--- src/rtl/clock_scaler_multi.sv ---
// Multi-channel programmable clock divider: each channel produces a 50% toggled
// clock or a one-cycle strobe from clock_in, with double-buffered factor reloads.
module clock_scaler_multi #(
    parameter int CHANNELS       = 4,
    parameter int WIDTH          = 30,
    parameter int DEFAULT_FACTOR = 1
) (
    input  logic                      clock_in,
    input  logic                      reset,
    input  logic [CHANNELS-1:0]       run_flag,
    input  logic [CHANNELS-1:0]       mode,
    input  logic [CHANNELS*WIDTH-1:0] scaling_factor,
    input  logic [CHANNELS-1:0]       load,
    input  logic                      sync,
    output logic [CHANNELS-1:0]       clock_out,
    output logic [CHANNELS-1:0]       tick
);

    localparam logic [WIDTH-1:0] DEFAULT_C = WIDTH'(DEFAULT_FACTOR);
    localparam logic [WIDTH-1:0] ONE_C     = WIDTH'(1);
    localparam logic [WIDTH-1:0] ZERO_C    = {WIDTH{1'b0}};

    logic [WIDTH-1:0]    count_r  [CHANNELS];
    logic [WIDTH-1:0]    shadow_r [CHANNELS];
    logic [WIDTH-1:0]    active_r [CHANNELS];
    logic [WIDTH-1:0]    last_s   [CHANNELS];
    logic [CHANNELS-1:0] clock_out_r;
    logic [CHANNELS-1:0] tick_r;
    logic [CHANNELS-1:0] tc_s;

    // Terminal-count detect; an active factor of 0 behaves as 1 so the channel never locks up
    always_comb begin
        tc_s = {CHANNELS{1'b0}};
        for (int i = 0; i < CHANNELS; i++) begin
            last_s[i] = ZERO_C;
            if (active_r[i] == ZERO_C) begin
                last_s[i] = ZERO_C;
            end else begin
                last_s[i] = active_r[i] - ONE_C;
            end
            tc_s[i] = run_flag[i] & (count_r[i] == last_s[i]);
        end
    end

    // Per-channel counter, factor buffering and output state, in idle > sync > TC > count priority
    always_ff @(posedge clock_in or posedge reset) begin
        if (reset) begin
            for (int i = 0; i < CHANNELS; i++) begin
                count_r[i]  <= ZERO_C;
                shadow_r[i] <= DEFAULT_C;
                active_r[i] <= DEFAULT_C;
            end
            clock_out_r <= {CHANNELS{1'b0}};
            tick_r      <= {CHANNELS{1'b0}};
        end else begin
            for (int i = 0; i < CHANNELS; i++) begin
                if (load[i]) begin
                    shadow_r[i] <= scaling_factor[i*WIDTH +: WIDTH];
                end
                if (!run_flag[i]) begin
                    count_r[i]     <= ZERO_C;
                    clock_out_r[i] <= 1'b0;
                    tick_r[i]      <= 1'b0;
                    active_r[i]    <= shadow_r[i];
                end else if (sync) begin
                    count_r[i]     <= ZERO_C;
                    clock_out_r[i] <= 1'b0;
                    tick_r[i]      <= 1'b0;
                end else if (tc_s[i]) begin
                    // active takes the pre-edge shadow, so a load on this edge waits one period
                    count_r[i]     <= ZERO_C;
                    tick_r[i]      <= 1'b1;
                    active_r[i]    <= shadow_r[i];
                    clock_out_r[i] <= mode[i] ? 1'b1 : ~clock_out_r[i];
                end else begin
                    count_r[i]     <= count_r[i] + ONE_C;
                    tick_r[i]      <= 1'b0;
                    clock_out_r[i] <= mode[i] ? 1'b0 : clock_out_r[i];
                end
            end
        end
    end

    assign clock_out = clock_out_r;
    assign tick      = tick_r;

endmodule
--- config.mk ---
export PLATFORM = sky130hd
export DESIGN_NAME = clock_scaler_multi
export DESIGN_NICKNAME = d
export VERILOG_FILES = /design/src/rtl/clock_scaler_multi.sv
export SDC_FILE = /design/constraint.sdc
export NUM_CORES = 1
export LEC_CHECK = 0
export BUFFER_PORTS_ARGS = -buffer_cell sky130_fd_sc_hd__buf_4
export CAP_MARGIN = 0
export CORE_MARGIN = 5
export CORE_UTILIZATION = 40
export CTS_CLUSTER_SIZE = 14
export DETAILED_ROUTE_END_ITERATION = 6
export GPL_TIMING_DRIVEN = 0
export REMOVE_ABC_BUFFERS = 1
export SYNTH_ARGS = -nofsm -noshare
export SYNTH_HDL_FRONTEND = slang
export SYNTH_SLANG_ARGS = --single-unit
export TNS_END_PERCENT = 20
--- constraint.sdc ---
create_clock -name clock_in -period 15.6 [get_ports clock_in]
set_input_delay 3.12 -clock clock_in [delete_from_list [all_inputs] [get_ports clock_in]]
set_output_delay 3.12 -clock clock_in [all_outputs]
set_load 0.005 [all_outputs]
==> run metrics <==
gate count after technology mapping=2,183; CTS Sinks=368; Design Area, Final=24,960 um^2; startpoint types=flop; sequential area share after synthesis=42.45%; CP max FO=19; core area=53,810 um^2; period utilisation layout=41.29%; # port buffers=142; Final nets=2,385; Layout Area Growth over Synthesis=14.92%; leakage=9.671 nW; Clock power frac=42.0%; Final WS setup=9158 ps; total power draw=2.645 mW; Hold Vio Cnt, Final=0; DRT Pass-1 Iters=5; share of cells above drive strength 1=22.55%; gpl congestion=0.9223; most frequent cells in the layout=dfrtp_1 (360), nor2_1 (234), mux2_2 (206); CP arrival=6890 ps; GRT Residual Overflow=0; Post-CTS Hold Buffers=0; worst min path class=reg2reg; die height=243.0 um; R2R Path Start=active_r[1]$_DFFE_PP0P_; Die X=243.0 um; worst-path cell chain=inv_1 -> ha_1 -> nor4b_1 -> nand4_1 -> nor3_1 -> a31oi_1 -> o221a_2 -> a31o_2 -> or4_1 -> o31ai_4 -> buf_8 -> mux2_2; max-cap viol count=0; Post-synth EDFFs=0; Setup WS pre-CTS=9305 ps; synth warn=0; root buffer cell=clkbuf_16; Max clock buf depth=3; Synth Cell Area=21,720 um^2; Clock Skews=22.50 ps; total CTS buffers=43; f_max=155.2 MHz; worst setup path start=active_r[1]$_DFFE_PP0P_; Die ar.=59,050 um^2; syn avg cell area=9.948 um^2; vias post-DR=17,169; Main synth FF type=dfrtp_1; FP Rows=85; drt drc=0; WP data required=16,050 ps; Worst-Skew Late Latency=590 ps; Slew Limit Fails=0; Max stage delay on crit path=1220 ps; first-pass GRT wire length=93.06 mm; pin count of the biggest net entering global routing=115; Reg power frac=43.6%; initial antenna violation count=1; ant diodes=0; min Tclk post-route=6442 ps; max_slew headroom=7.411%; combinational power share=14.4%; GRT Util Overall=18.86%; Yosys cell types=88; Fill cells=5,061; cell family with most CP delay=simple AND/OR/NAND/NOR gates; H-tree depth=2; Peak supply drop=0.00007485 V; switching pwr=0.7160 mW; Avg WL per Cell=19.15 um; internal power=1.929 mW; most common cell after layout, fill and taps aside=dfrtp_1; RSZ-0062 raised after global routing=no; worst-margin pin slew=1378 ps; Starting Density=40.36%; crit end category=flop; endpoints failing setup=0; dpl cell area=23,370 um^2; Post-CTS Resized=0; ys async rst share=100.0%; setup bufs post-CTS=0; drt initial violations=1,173; CP Buf/Inv Count=2; I/O Pins=143; CTS tree=yes; vias in the first global route=17,124; final wirelength=56.88 mm; slowest cell on the critical path=nor3_1; Final Hold Slack=497.3 ps; Via density=5.779; Routed Antenna Nets=0; hold_sp=shadow_r[22]$_DFFE_PP0P_; clk slew on worst S/H paths=50 ps; #FFs+latches synth=368; dpl hpwl=41.85 mm; PwrDens=106.0 nW/um^2; Worst Path Class, Setup=reg2reg; status=completed; Switching Share=27.07%; final core occ=46.38%
## metrics by stage
| stage | std cells | setup TNS, ps |
|---|---|---|
| CTS | 2970 | 0 |
| global placement | 2879 | -550220 |
| floorplan | 2041 | 0 |
| global route | 2971 | 0 |
| detailed placement | 2892 | 0 |
| finish | 2971 | 0 |
## registers in the layout, summed over array words and instances (netlist names)
signal and cells:
active_r 120, clock_out 4, count_r 120, shadow_r 120, tick 4
## power by group through the flow
stage          Clock, mW  Sequential [mW]  Combinational, mW
2_1_floorplan          0             1.13              0.281
3_3_place_gp           0             1.17              0.366
3_5_place_dp           0             1.17              0.381
4_1_cts             1.15             1.15              0.383
5_1_grt             1.19             1.17              0.421
6_report            1.11             1.15              0.380
## routing by layer
layer / part of all wire, % / vias to the layer above / GRT usage (%)
li1: - / 8132 / -
met1: 47 / 8612 / 26.31
met2: 47 / 349 / 30.62
met3: 4.6 / 74 / 3.190
met4: 2.2 / 2 / 5.057
met5: 0.012 / - / 0
## synthesized netlist by cell type, drive strengths merged (7+ instances only)
| cell | count | area, um^2 |
|---|---|---|
| a2111oi | 7 | 61.31 |
| o32a | 7 | 70.07 |
| nor2 | 235 | 882.1 |
| mux2 | 242 | 2838 |
| nor4b | 7 | 67.56 |
| nand2 | 102 | 382.9 |
| nor2b | 15 | 93.84 |
| nor4 | 66 | 419.2 |
| xnor2 | 114 | 998.5 |
| nor3 | 78 | 390.4 |
| xor2 | 103 | 902.1 |
| nor3b | 16 | 120.1 |
| buf | 19 | 108.9 |
| o311ai | 11 | 96.35 |
| and2 | 11 | 68.82 |
| and4 | 10 | 87.58 |
| nand2b | 14 | 87.58 |
| o31ai | 18 | 140.1 |
| mux2i | 11 | 110.1 |
| clkbuf | 123 | 462.9 |
| dfrtp | 360 | 9009 |
| and3 | 17 | 106.4 |
| nand3 | 89 | 445.4 |
| o21ai | 50 | 250.2 |
| o31a | 9 | 78.83 |
| a31oi | 12 | 75.07 |
| or2 | 15 | 93.84 |
| a21oi | 34 | 170.2 |
| or4b | 9 | 90.09 |
| o211ai | 11 | 82.58 |
| inv | 46 | 172.7 |
| or3 | 46 | 287.8 |
| nand4 | 55 | 344.1 |
| ha | 8 | 100.1 |
| nand3b | 14 | 105.1 |
| a211oi | 17 | 132.6 |
| a211o | 15 | 131.4 |
| dfstp | 8 | 210.2 |
| o2111ai | 9 | 78.83 |
| or4 | 53 | 401.6 |
## kinds of logic after synthesis
family,after synthesis,share of synthesized area [%]
AO/OA/AOI/OAI,277,9.570
XOR/XNOR,222,9.276
adder cells (fa/ha/maj),8,0.4609
buffers and inverters,188,3.428
flip-flops,368,42.45
multiplexers,253,13.57
AND/OR/NAND/NOR,867,21.24
## final cells by class
type,instances,area [um^2],area share [%]
Clock buffer,57,1199,4.803
Clock inverter,21,379.1,1.519
Inverter,46,180.2,0.7219
Multi-Input combinational cell,1627,11820,47.35
Sequential cell,368,9219,36.94
Tap cell,696,870.8,3.489
Timing Repair Buffer,156,1294,5.184
## final timing paths
kind,end,cells past startpoint,slack (ps)
worst max-delay path,active_r[15]$_DFFE_PP0P_,12,9160
worst min-delay path,active_r[22]$_DFFE_PP0P_,1,500
worst max register to register,active_r[15]$_DFFE_PP0P_,12,9160
worst min register to register,active_r[22]$_DFFE_PP0P_,1,500
max in group asynchronous,shadow_r[90]$_DFFE_PP1P_,4,11650
min in group asynchronous,shadow_r[84]$_DFFE_PP0P_,2,2540
## worst reg2reg max path, cell delays in order, from the launching register on
cell	delay (ps)
dfrtp_1	460
inv_1	90
ha_1	410
nor4b_1	950
nand4_1	450
nor3_1	1220
a31oi_1	80
o221a_2	330
a31o_2	240
or4_1	690
o31ai_4	760
buf_8	280
mux2_2	370
(Power assumes the default switching activity.)
